### src/rtl/gcd_pkg.sv
// ============================================================================
// Module   : gcd_pkg
// Brief    : Shared state encoding and default sizing for the GCD host feeder.
// Revision : 1.0
// ============================================================================
`default_nettype none

package gcd_pkg;

    localparam int GCD_WIDTH   = 16;
    localparam int GCD_TIMEOUT = 1023;

    typedef logic [2:0] gcd_state_t;

    localparam logic [2:0] GCD_IDLE   = 3'd0;
    localparam logic [2:0] GCD_LOAD_A = 3'd1;
    localparam logic [2:0] GCD_LOAD_B = 3'd2;
    localparam logic [2:0] GCD_WAIT   = 3'd3;
    localparam logic [2:0] GCD_RESP   = 3'd4;

endpackage

`default_nettype wire

### src/rtl/gcd_timeout_ctr.sv
// ============================================================================
// Module   : gcd_timeout_ctr
// Brief    : Loadable up-counter with clear, enable and terminal-count flag.
// Revision : 1.0
// ============================================================================
`default_nettype none

module gcd_timeout_ctr #(
    parameter int TIMEOUT = 1023,
    parameter int CNT_W   = $clog2(TIMEOUT + 1)
) (
    input  logic             clk,
    input  logic             rst_n,
    input  logic             i_clr,
    input  logic             i_load,
    input  logic [CNT_W-1:0] i_load_val,
    input  logic             i_en,
    output logic             o_tc
);

    localparam logic [CNT_W-1:0] C_TERMINAL = CNT_W'(TIMEOUT - 1);

    logic [CNT_W-1:0] count_q;
    logic [CNT_W-1:0] count_d;

    assign o_tc = (count_q == C_TERMINAL);

    // Counting stops at terminal count so the flag stays asserted.
    always_comb begin
        count_d = count_q;
        if (i_clr) begin
            count_d = '0;
        end else if (i_load) begin
            count_d = i_load_val;
        end else if (i_en && !o_tc) begin
            count_d = count_q + CNT_W'(1);
        end
    end

    always_ff @(posedge clk or negedge rst_n) begin
        if (!rst_n) begin
            count_q <= '0;
        end else begin
            count_q <= count_d;
        end
    end

endmodule

`default_nettype wire

### src/rtl/gcd_host_feeder.sv
// ============================================================================
// Module   : gcd_host_feeder
// Brief    : Host-side sequencer feeding operand pairs to a subtractive GCD core.
// Revision : 1.0
// ============================================================================
`default_nettype none

module gcd_host_feeder
    import gcd_pkg::*;
#(
    parameter int WIDTH   = GCD_WIDTH,
    parameter int TIMEOUT = GCD_TIMEOUT
) (
    input  logic             clk,
    input  logic             rst_n,
    input  logic             req_valid,
    output logic             req_ready,
    input  logic [WIDTH-1:0] req_a,
    input  logic [WIDTH-1:0] req_b,
    output logic             rsp_valid,
    input  logic             rsp_ready,
    output logic [WIDTH-1:0] rsp_gcd,
    output logic             rsp_err,
    output logic             gcd_start,
    output logic [WIDTH-1:0] gcd_data,
    input  logic             gcd_done,
    input  logic [WIDTH-1:0] gcd_result
);

    localparam int CNT_W = $clog2(TIMEOUT + 1);

    logic [2:0]       state_q, state_d;
    logic [WIDTH-1:0] a_q, a_d;
    logic [WIDTH-1:0] b_q, b_d;
    logic [WIDTH-1:0] rsp_gcd_q, rsp_gcd_d;
    logic             rsp_err_q, rsp_err_d;
    logic             ctr_clr;
    logic             ctr_en;
    logic             ctr_tc;

    gcd_timeout_ctr #(
        .TIMEOUT (TIMEOUT),
        .CNT_W   (CNT_W)
    ) u_timeout_ctr (
        .clk        (clk),
        .rst_n      (rst_n),
        .i_clr      (ctr_clr),
        .i_load     (1'b0),
        .i_load_val ('0),
        .i_en       (ctr_en),
        .o_tc       (ctr_tc)
    );

    always_comb begin
        state_d   = state_q;
        a_d       = a_q;
        b_d       = b_q;
        rsp_gcd_d = rsp_gcd_q;
        rsp_err_d = rsp_err_q;
        ctr_clr   = 1'b0;
        ctr_en    = 1'b0;
        case (state_q)
            GCD_IDLE: begin
                if (req_valid) begin
                    a_d = req_a;
                    b_d = req_b;
                    // A zero operand would never terminate a subtractive GCD.
                    if ((req_a == '0) || (req_b == '0)) begin
                        rsp_gcd_d = (req_a == '0) ? req_b : req_a;
                        rsp_err_d = 1'b1;
                        state_d   = GCD_RESP;
                    end else begin
                        state_d   = GCD_LOAD_A;
                    end
                end
            end
            GCD_LOAD_A: state_d = GCD_LOAD_B;
            GCD_LOAD_B: begin
                ctr_clr = 1'b1;
                state_d = GCD_WAIT;
            end
            GCD_WAIT: begin
                if (gcd_done) begin
                    rsp_gcd_d = gcd_result;
                    rsp_err_d = 1'b0;
                    state_d   = GCD_RESP;
                end else if (ctr_tc) begin
                    rsp_gcd_d = '0;
                    rsp_err_d = 1'b1;
                    state_d   = GCD_RESP;
                end else begin
                    ctr_en = 1'b1;
                end
            end
            GCD_RESP: begin
                if (rsp_ready) begin
                    state_d = GCD_IDLE;
                end
            end
            default: state_d = GCD_IDLE;
        endcase
    end

    always_ff @(posedge clk or negedge rst_n) begin
        if (!rst_n) begin
            state_q   <= GCD_IDLE;
            a_q       <= '0;
            b_q       <= '0;
            rsp_gcd_q <= '0;
            rsp_err_q <= 1'b0;
        end else begin
            state_q   <= state_d;
            a_q       <= a_d;
            b_q       <= b_d;
            rsp_gcd_q <= rsp_gcd_d;
            rsp_err_q <= rsp_err_d;
        end
    end

    // Outputs decode straight from state so reset clears them without a clock.
    assign req_ready = (state_q == GCD_IDLE);
    assign rsp_valid = (state_q == GCD_RESP);
    assign gcd_start = (state_q == GCD_LOAD_A) || (state_q == GCD_LOAD_B) ||
                       (state_q == GCD_WAIT);
    assign gcd_data  = (state_q == GCD_LOAD_A) ? a_q :
                       ((state_q == GCD_LOAD_B) || (state_q == GCD_WAIT)) ? b_q : '0;
    assign rsp_gcd   = rsp_gcd_q;
    assign rsp_err   = rsp_err_q;

endmodule

`default_nettype wire

### config.mk
export PLATFORM = sky130hd
export DESIGN_NAME = gcd_host_feeder
export DESIGN_NICKNAME = d
export VERILOG_FILES = /design/src/rtl/gcd_pkg.sv /design/src/rtl/gcd_timeout_ctr.sv /design/src/rtl/gcd_host_feeder.sv
export SDC_FILE = /design/constraint.sdc
export NUM_CORES = 1
export LEC_CHECK = 0
export BUFFER_PORTS_ARGS = -buffer_cell sky130_fd_sc_hd__buf_2
export CAP_MARGIN = 30
export CORE_UTILIZATION = 47
export DETAILED_ROUTE_END_ITERATION = 10
export HOLD_SLACK_MARGIN = 0.1
export PLACE_DENSITY = 0.88
export SETUP_SLACK_MARGIN = 0.2
export SLEW_MARGIN = 40
export SYNTH_ARGS = -nofsm -noshare
export SYNTH_HDL_FRONTEND = slang
export SYNTH_SLANG_ARGS = --single-unit
export TNS_END_PERCENT = 10
### constraint.sdc
create_clock -name clk -period 1.95 [get_ports clk]
set_clock_uncertainty 0.15 [all_clocks]
set_input_delay 0.4875 -clock clk [delete_from_list [all_inputs] [get_ports clk]]
set_output_delay 0.4875 -clock clk [all_outputs]
set_load 0.02 [all_outputs]
==> results of run 1 <==
path summary, 6_finish.rpt:
path	startpoint	to	slack, ns	cells after the start
min in group asynchronous	rst_n	b_q[8]	0.51	3
hold reg to reg	u_timeout_ctr.count_q[9]	u_timeout_ctr.count_q[9]	0.34	1
setup / recovery	state_q[2]	gcd_data[10]	-0.37	6
max in group asynchronous	rst_n	b_q[1]	0.85	3
hold / removal	rsp_ready	state_q[2]	0.18	2
setup reg to reg	state_q[2]	rsp_gcd[9]	-0.14	8
worst max-delay path: stages (launching register included):
cell,delay [ns]
dfrtp_1,0.41
buf_6,0.15
nor3b_4,0.17
buf_6,0.16
clkbuf_16,0.16
a22o_1,0.16
buf_6,0.13
sequential cells by signal, summed over array words and instances, names as in the netlist:
name / count
a_q: 16
b_q: 16
rsp_err: 1
rsp_gcd: 16
state_q: 3
u_timeout_ctr.count_q: 10
per-layer routing:
layer,vias up,track usage [%],part of all wire [%]
li1,1277,-,-
met1,1446,35.7,42
met2,132,42.8,49
met3,34,9.24,5.9
met4,0,11.1,3.7
met5,-,0,0
cells in the mapped netlist, drive strengths merged:
master  number
nand3b       1
nand2b       1
clkbuf       9
or2          2
buf         10
inv          5
nand2       10
o21ai        3
nor2b        2
nor3b        1
and4         2
mux2        48
and2         1
or3          1
xnor2        4
nand4        2
a22o        16
nand3        5
mux2i        4
nor3         2
dfrtp       62
nor4        13
a41oi        1
o31ai        1
a21oi       50
ha           2
a32oi        1
a211o        1
nor2         7
layout make-up:
class	instances	area, um^2	area share, %
clock inverter	3	42.5	0.939
inverter	5	18.8	0.414
clock buffer	13	159	3.51
timing repair buffer	156	1160	25.5
tap	77	96.3	2.13
multi-input combinational	181	1500	33.2
sequential	62	1550	34.3
power groups by stage:
stage | clock, mW | sequential, mW | combinational (mW)
detailed placement | 0 | 2.21 | 3.35
global placement | 0 | 2.18 | 3.26
CTS | 1.18 | 2.21 | 3.79
finish | 1.17 | 2.25 | 4.09
floorplan | 0 | 2.36 | 2.03
global route | 1.24 | 2.31 | 4.28
logic make-up (layout without fill, tap and decap cells):
group | after synthesis | count (layout) | share of synthesized area, %
simple gates | 50 | 50 | 9.96
flops | 62 | 62 | 50.0
mux | 52 | 52 | 19.7
buf+inv | 24 | 177 | 4.07
xor+xnor | 4 | 4 | 1.13
fa+ha+maj | 2 | 2 | 0.806
compound gates | 73 | 73 | 14.4
timing repair:
| item | in CTS | in global routing |
|---|---|---|
| setup buffers | 0 | 2 |
| resized for setup | 47 | 9 |
| endpoints found under the hold margin | 62 | 0 |
| gates cloned | 1 | 2 |
| endpoints found under the setup margin | 79 | 80 |
| pin swaps | 3 | 5 |
| hold buffers | 1 | 0 |
==> results.py, run 1 <==
metrics = {
    "outcome": {
        "outcome": "complete, but fails checks",
        "violations": "negative setup slack",
    },
    "cells_and_area": {
        "stdcell_count": 497,
        "final_cell_mix": "buf_2, dfrtp_1, buf_4",
        "drive_gt1_share_pct": 56.4,
        "area_growth_pct": 45.9,
        "nFillCells": 414,
        "layout_commonest_cell": "buf_2",
        "stdcell_area_um2": 4530,
        "fin_nets": 470,
        "final_util_pct": 71.3,
        "n_antenna_cell": 0,
    },
    "grt": {
        "grt_overflow": 0,
        "grt_usage_pct": 27.6,
        "grt_pass1_vias": 2891,
        "grt_pass1_wl_um": 14700,
        "antenna_found_initial": 0,
        "grt_max_degree": 63,
    },
    "power": {
        "p_int_mw": 4.63,
        "ir_worst_vdd_v": 0.00109,
        "switching_share_pct": 38.3,
        "clkPwrFrac_pct": 15.5,
        "seqPwrFrac_pct": 29.9,
        "p_switching_mw": 2.87,
        "pwr-share-comb_pct": 54.5,
        "leakage_nw": 2.18,
        "finalPower_mw": 7.50,
        "powerDensity_nw_per_um2": 1650,
    },
    "die": {
        "die_w_um": 83.3,
        "num_io_pins": 89,
        "coreArea_um2": 6350,
        "floorplan.rows": 29,
        "initial_core_util_pct": 48.9,
        "die_y_um": 83.3,
        "die_area_um2": 6930,
    },
    "routing": {
        "drc": 0,
        "num_vias": 2889,
        "first_pass_iters": 4,
        "via_per_inst": 5.81,
        "wl_per_cell_um": 19.6,
        "drtIter0Drc": 218,
        "drtAntennaViolNets": 0,
        "wl_um": 9730,
    },
    "clock_network": {
        "htree_levels": 3,
        "clock_latency_ns": 0.35,
        "clkTransAtPathRegs_ns": 0.07,
        "cts_buffer_depth": 2,
        "cts.sinks": 62,
        "cts_tree": "built",
        "cts_buffers": 9,
        "clockRootBuffer": "clkbuf_8",
    },
    "setup_path": {
        "crit_arrival_ns": 1.68,
        "critical_path_class": "reg2out",
        "crit_path_end_kind": "primary output",
        "critPathRequiredTime_ns": 1.31,
        "crit_path_start_kind": "register",
        "worst-path-max-fanout": 8,
    },
    "synth": {
        "yosysUniqueCellTypes": 40,
        "avgSynthCellArea_um2": 11.6,
        "netlist_area_um2": 3100,
        "yosysSeqAreaShare_pct": 50.0,
        "syn_nets": 322,
        "yosysTopAreaCell": "dfrtp_1",
        "postSynthCellCount": 267,
        "synth_top_area_share_pct": 50.0,
        "yosysWarnings": 0,
        "synth_seq_cells": 62,
        "synth_area_leaders": "dfrtp_1, mux2_2, a21oi_1, a22o_1, mux2_4",
    },
    "sta": {
        "slew_viol_final": 0,
        "fin_crit_sh_pct": 119,
        "fmax_mhz": 431,
        "post-route-worst-setup-slack_ns": -0.371,
        "rsz0062_at_grt": "yes",
        "setup-tns-final_ns": -8.27,
        "worst_slew_pin_slew_ns": 0.384,
        "min_period_ns": 2.32,
        "setup_viol": 35,
        "hold_viol_final": 0,
        "fin_hold_ws_ns": 0.176,
        "maxSlewHeadroom_pct": 74.2,
    },
    "worst_hold_path": {
        "hp-class": "in2reg",
    },
    "run": {
        "maxCapViolCount": 0,
    },
    "placement": {
        "dp_hpwl_um": 6130,
        "gp_congestion": 0.879,
        "dp.cells": 475,
        "port_buffers": 88,
        "pre_cts_ws_ns": -0.672,
        "place_area_um2": 4050,
    },
}
Power figures use the tool's default switching activity.
==> run 2, diff against run 1 <==
--- a/config.mk
+++ b/config.mk
@@ -15,5 +15,6 @@
 export SLEW_MARGIN = 40
 export SYNTH_ARGS = -nofsm -noshare
 export SYNTH_HDL_FRONTEND = slang
+export SYNTH_HIERARCHICAL = 1
 export SYNTH_SLANG_ARGS = --single-unit
 export TNS_END_PERCENT = 10
==> constraint.sdc (replaced) <==
create_clock -name clk -period 1.95 [get_ports clk]
set_clock_uncertainty 0.15 [all_clocks]
set_input_delay 0.0975 -clock clk [delete_from_list [all_inputs] [get_ports clk]]
set_output_delay 0.0975 -clock clk [all_outputs]
set_load 0.02 [all_outputs]
==> results.py, run 2 <==
metrics = {
    "outcome": {
        "outcome": "complete, but fails checks",
        "violations": "negative setup slack",
    },
    "setup_path": {
        "r2r_end": "u_timeout_ctr/count_q[9]",
        "critPathRequiredTime_ns": 2.04,
        "r2r_slack_ns": -0.26,
        "critPathMaxStageDelay_ns": 0.44,
        "crit_arrival_ns": 2.29,
        "path_cells": "ha_4 -> nand3_4 -> nor3_4 -> or2_4 -> nor2_4 -> buf_4 -> nand4_1 -> nor3_2 -> mux2i_1 -> a211oi_2",
        "startpoint": "u_timeout_ctr/count_q[1]",
        "cpMaxStageDelayCell": "dfrtp_1",
        "reg2regPathDepth": 10,
        "worst-path-max-fanout": 5,
        "r2r_start": "u_timeout_ctr/count_q[1]",
        "crit_path_start_kind": "register",
        "crit_path_end_kind": "register",
        "critical_path_class": "reg2reg",
    },
    "sta": {
        "fin_crit_sh_pct": 113,
        "worst_slew_pin_slew_ns": 0.653,
        "post-route-worst-setup-slack_ns": -0.255,
        "rsz0062_at_grt": "yes",
        "maxSlewHeadroom_pct": 56.5,
        "setup_viol": 29,
        "min_period_ns": 2.21,
        "slew_viol_final": 0,
        "hold_viol_final": 0,
        "fmax_mhz": 453,
    },
    "synth": {
        "synth_area_leaders": "dfrtp_1, mux2_2, a21oi_1, a22o_1, mux2_4",
        "synthMuxAreaShare_pct": 18.0,
        "synth_edf_count": 0,
        "synth-xor-area-share_pct": 1.07,
        "synth_compound_area_share_pct": 18.5,
        "yosysWarnings": 6,
        "synthFlopType": "dfrtp_1",
        "yosysSeqAreaShare_pct": 47.2,
        "synth_seq_cells": 62,
        "yosysUniqueCellTypes": 49,
        "synthSimpleGateAreaFrac_pct": 10.0,
        "netlist_area_um2": 3280,
        "async_flop_share_pct": 100,
        "yosysTopAreaCell": "dfrtp_1",
        "synth_fa_ha_area_share_pct": 0.762,
        "ys_top_cells_by_count": "dfrtp_1, a21oi_1, mux2_2",
        "avgSynthCellArea_um2": 11.4,
        "synth.most_common_cell": "dfrtp_1",
        "synth_top_area_share_pct": 47.2,
        "postSynthCellCount": 289,
        "synth_top_family_by_area": "compound AO/OA/AOI/OAI gates",
    },
    "routing": {
        "drtIter0Drc": 310,
        "num_vias": 3526,
        "wl_per_cell_um": 25.3,
        "via_per_inst": 6.40,
        "wl_um": 13900,
        "first_pass_iters": 4,
        "drtAntennaViolNets": 0,
        "drc": 0,
    },
    "cells_and_area": {
        "final_cell_mix": "buf_2, dfrtp_1, a21oi_1, dlygate4sd3_1, mux2_4",
        "layout_commonest_cell": "buf_2",
        "final_util_pct": 76.7,
        "nFillCells": 366,
        "area_growth_pct": 57.8,
        "fin_nets": 521,
        "drive_gt1_share_pct": 46.0,
        "stdcell_count": 551,
    },
    "die": {
        "num_io_pins": 89,
        "die_area_um2": 7330,
        "coreArea_um2": 6760,
        "floorplan.rows": 30,
        "die_y_um": 85.6,
        "initial_core_util_pct": 48.6,
        "die_w_um": 85.6,
    },
    "grt": {
        "grt_usage_pct": 34.0,
        "grt_pass1_wl_um": 18500,
        "grt_overflow": 0,
        "grt_max_degree": 38,
        "grt_pass1_vias": 3483,
        "antenna_found_initial": 1,
    },
    "clock_network": {
        "cts_buffers": 9,
        "cts_tree": "built",
        "clockRootBuffer": "clkbuf_8",
        "cts_buffer_depth": 2,
        "clkTransAtPathRegs_ns": 0.07,
        "htree_levels": 3,
        "cts.sinks": 62,
        "clock_latency_ns": 0.36,
    },
    "placement": {
        "dp_hpwl_um": 6600,
        "port_buffers": 88,
        "dp.cells": 479,
        "gp_congestion": 0.886,
    },
    "power": {
        "powerDensity_nw_per_um2": 1690,
        "finalPower_mw": 8.78,
        "leakage_nw": 2.41,
        "ir_worst_vdd_v": 0.000903,
    },
    "worst_hold_path": {
        "holdPathStages": 4,
        "hold_path_end": "rsp_gcd[3]",
        "min-delay-start": "req_a[3]",
        "hp-class": "in2reg",
    },
    "run": {
        "maxCapViolCount": 0,
    },
}
-- run 2: cells by family after synthesis --
group / Yosys count
compound gates: 92
xor+xnor: 4
fa+ha+maj: 2
buf+inv: 26
flops: 62
mux: 50
other cells: 1
simple gates: 52
-- run 2: final cells by class --
class | instances | area, um^2 | area share [%]
tap | 80 | 100 | 1.93
antenna | 1 | 2.50 | 0.0483
clock inverter | 4 | 70.1 | 1.35
sequential | 62 | 1550 | 29.9
clock buffer | 11 | 151 | 2.92
timing repair buffer | 177 | 1410 | 27.2
multi-input combinational | 211 | 1880 | 36.2
inverter | 5 | 18.8 | 0.362
-- run 2: critical path: cells and delay by family, from the launching register on --
family / cells / cell delay (ns)
simple gates: 6 / 0.77
flops: 1 / 0.44
mux: 1 / 0.29
fa+ha+maj: 1 / 0.19
buf+inv: 1 / 0.13
compound gates: 1 / 0.12
-- run 2: worst max-delay path by stage --
stage	endpoint	slack, ns
floorplan	rsp_gcd[0]	-0.26
global route	u_timeout_ctr/count_q[9]	-0.34
CTS	rsp_gcd[9]	-0.15
finish	u_timeout_ctr/count_q[9]	-0.26
detailed placement	rsp_gcd[11]	-0.14
global placement	rsp_gcd[13]	-0.09
-- run 2: metrics by stage --
stage          TNS (ns)  hold WS [ns]  area (um^2)  setup slack, ns
2_1_floorplan     -6.22        -0.348         3370           -0.258
3_3_place_gp      -1.19       -0.0212         4070          -0.0853
4_1_cts           -2.36         0.100         4890           -0.145
3_5_place_dp      -2.05      0.000361         4070           -0.136
6_report          -4.35         0.126         5180           -0.255
5_1_grt           -6.88         0.129         5180           -0.335
-- run 2: power breakdown --
part | internal, mW | leakage, nW | switching (mW)
combinational | 2.45 | 1.56 | 2.48
sequential | 1.94 | 0.741 | 0.589
clock | 0.778 | 0.115 | 0.538
-- run 2: repair_timing --
action	in CTS	in global routing
hold endpoints to repair	113	0
resized for setup	21	71
setup endpoints to repair	70	78
setup buffers	0	3
hold buffers	53	0
pin swaps	13	17
-- run 2: metal layers --
| metal | global-route usage [%] | vias up | wire length [um] |
|---|---|---|---|
| met1 | 37.7 | 1690 | 4720 |
| met2 | 58.5 | 297 | 7000 |
| met3 | 9.14 | 109 | 1080 |
| li1 | - | 1430 | - |
| met5 | 0 | - | 0 |
| met4 | 20.6 | 0 | 1160 |
==> run 3, diff against run 2 <==
--- a/config.mk
+++ b/config.mk
@@ -11,6 +11,7 @@
 export DETAILED_ROUTE_END_ITERATION = 10
 export HOLD_SLACK_MARGIN = 0.1
 export PLACE_DENSITY = 0.88
+export REMOVE_ABC_BUFFERS = 1
 export SETUP_SLACK_MARGIN = 0.2
 export SLEW_MARGIN = 40
 export SYNTH_ARGS = -nofsm -noshare
==> results.py, run 3 (synthesized netlist as in run 2, its figures left out) <==
metrics = {
    "setup_path": {
        "critPathRequiredTime_ns": 2.07,
        "critPathMaxStageDelay_ns": 0.39,
        "crit_path_start_kind": "register",
        "path_cells": "inv_2 -> ha_4 -> nand3_4 -> nor3_4 -> or2_4 -> nor2_4 -> and4_4 -> o2111ai_2 -> xor2_1 -> a211oi_2",
        "crit_arrival_ns": 2.32,
        "r2r_slack_ns": -0.25,
        "cpMaxStageDelayCell": "dfrtp_1",
        "r2r_start": "u_timeout_ctr/count_q[0]",
        "r2r_end": "u_timeout_ctr/count_q[7]",
        "crit_path_end_kind": "register",
        "reg2regPathDepth": 10,
        "worst-path-max-fanout": 4,
        "critical_path_class": "reg2reg",
    },
    "sta": {
        "fin_crit_sh_pct": 113,
        "maxSlewHeadroom_pct": 61.1,
        "post-route-worst-setup-slack_ns": -0.246,
        "rsz0062_at_grt": "yes",
        "slew_viol_final": 0,
        "setup_viol": 28,
        "min_period_ns": 2.20,
        "worst_slew_pin_slew_ns": 0.578,
        "hold_viol_final": 0,
        "fmax_mhz": 455,
    },
    "cells_and_area": {
        "drive_gt1_share_pct": 47.1,
        "multiInputGateArea_um2": 1730,
        "ff_latch_area_um2": 1550,
        "nFillCells": 428,
        "fin_nets": 534,
        "stdcell_area_um2": 5050,
        "n_antenna_cell": 0,
        "layout_commonest_cell": "buf_2",
        "stdcell_count": 564,
        "final_cell_mix": "buf_2, dfrtp_1, buf_4",
        "area_growth_pct": 53.9,
    },
    "die": {
        "die_area_um2": 7330,
        "die_y_um": 85.6,
        "initial_core_util_pct": 48.6,
        "num_io_pins": 89,
        "coreArea_um2": 6760,
        "die_w_um": 85.6,
        "floorplan.rows": 30,
    },
    "clock_network": {
        "htree_levels": 3,
        "cts_buffer_depth": 2,
        "clock_latency_ns": 0.36,
        "cts_buffers": 9,
        "clockRootBuffer": "clkbuf_8",
        "cts.sinks": 62,
        "cts_tree": "built",
        "clkTransAtPathRegs_ns": 0.08,
    },
    "routing": {
        "wl_um": 11100,
        "drc": 0,
        "drtIter0Drc": 216,
        "wl_per_cell_um": 19.6,
        "drtAntennaViolNets": 0,
        "via_per_inst": 5.87,
        "first_pass_iters": 5,
        "num_vias": 3310,
    },
    "run": {
        "maxCapViolCount": 0,
    },
    "power": {
        "p_switching_mw": 3.20,
        "clkPwrFrac_pct": 16.3,
        "seqPwrFrac_pct": 29.9,
        "switching_share_pct": 40.1,
        "p_int_mw": 4.78,
        "ir_worst_vdd_v": 0.000929,
        "leakage_nw": 2.35,
        "powerDensity_nw_per_um2": 1580,
        "pwr-share-comb_pct": 53.8,
    },
    "grt": {
        "grt_pass1_wl_um": 17000,
        "grt_usage_pct": 30.6,
        "grt_overflow": 0,
        "grt_pass1_vias": 3379,
        "grt_max_degree": 63,
        "antenna_found_initial": 0,
    },
    "worst_hold_path": {
        "holdPathStages": 4,
        "hp-class": "in2reg",
        "hold_path_end": "rsp_gcd[14]",
        "min-delay-start": "req_a[14]",
    },
    "placement": {
        "gp_congestion": 0.860,
        "place_area_um2": 4050,
        "pre_cts_ws_ns": -0.378,
        "port_buffers": 88,
        "dp_hpwl_um": 6160,
        "dp.cells": 483,
    },
    "outcome": {
        "violations": "negative setup slack",
        "outcome": "complete, but fails checks",
    },
}
run 3: how the worst max path moves through the flow:
stage | cells past startpoint | to | from
after CTS | 10 | u_timeout_ctr/count_q[9] | u_timeout_ctr/count_q[1]
after detailed placement | 11 | u_timeout_ctr/count_q[8] | u_timeout_ctr/count_q[0]
final | 10 | u_timeout_ctr/count_q[7] | u_timeout_ctr/count_q[0]
after global routing | 11 | u_timeout_ctr/count_q[9] | u_timeout_ctr/count_q[0]
after global placement | 10 | u_timeout_ctr/count_q[7] | u_timeout_ctr/count_q[0]
after floorplan | 7 | u_timeout_ctr/count_q[7] | state_q[1]
run 3: through the flow:
stage | TNS [ns] | hold WS, ns | util, % | power (mW)
after floorplan | -50.45 | -0.348 | - | 4.61
after global placement | -5.27 | -0.0217 | 59.9 | 5.83
after detailed placement | -6.96 | -0.0144 | 59.9 | 5.99
after CTS | -3.12 | 0.118 | 73.6 | 7.71
after global routing | -5.76 | 0.157 | 74.8 | 8.35
final | -4.59 | 0.123 | 74.8 | 7.98
run 3: critical path: cells and delay by family (launching register included):
family                   cells  cell delay [ns]
AND/OR/NAND/NOR              5             0.79
buffers and inverters        1             0.07
XOR/XNOR                     1             0.20
adder cells (fa/ha/maj)      1             0.17
flip-flops                   1             0.39
AO/OA/AOI/OAI                2             0.35
run 3: power by group through the flow:
| stage | combinational (mW) | sequential, mW | clock [mW] |
|---|---|---|---|
| 5_1_grt | 4.54 | 2.45 | 1.36 |
| 3_3_place_gp | 3.53 | 2.30 | 0 |
| 2_1_floorplan | 2.07 | 2.54 | 0 |
| 4_1_cts | 4.07 | 2.35 | 1.29 |
| 3_5_place_dp | 3.63 | 2.35 | 0 |
| 6_report | 4.30 | 2.38 | 1.30 |
run 3: area by class of cell:
type | count | share of cell area (%)
clock inverter | 7 | 1.96
inverter | 5 | 0.371
tap | 80 | 1.98
sequential | 62 | 30.7
multi-input combinational | 211 | 34.1
timing repair buffer | 190 | 28.4
clock buffer | 9 | 2.45
run 3: what timing repair did:
action                                  CTS  global route
endpoints found under the hold margin   114             0
pin swaps                                12            10
hold buffers                             53             0
resized for setup                        39            14
gates cloned                              0             0
setup buffers                             6             6
endpoints found under the setup margin   76            78
run 3: metal layers:
metal / part of all wire, % / GRT usage, %
met2: 50 / 53.1
met1: 41 / 36.4
met4: 2.9 / 15.0
met3: 6.2 / 6.26
met5: 0 / 0
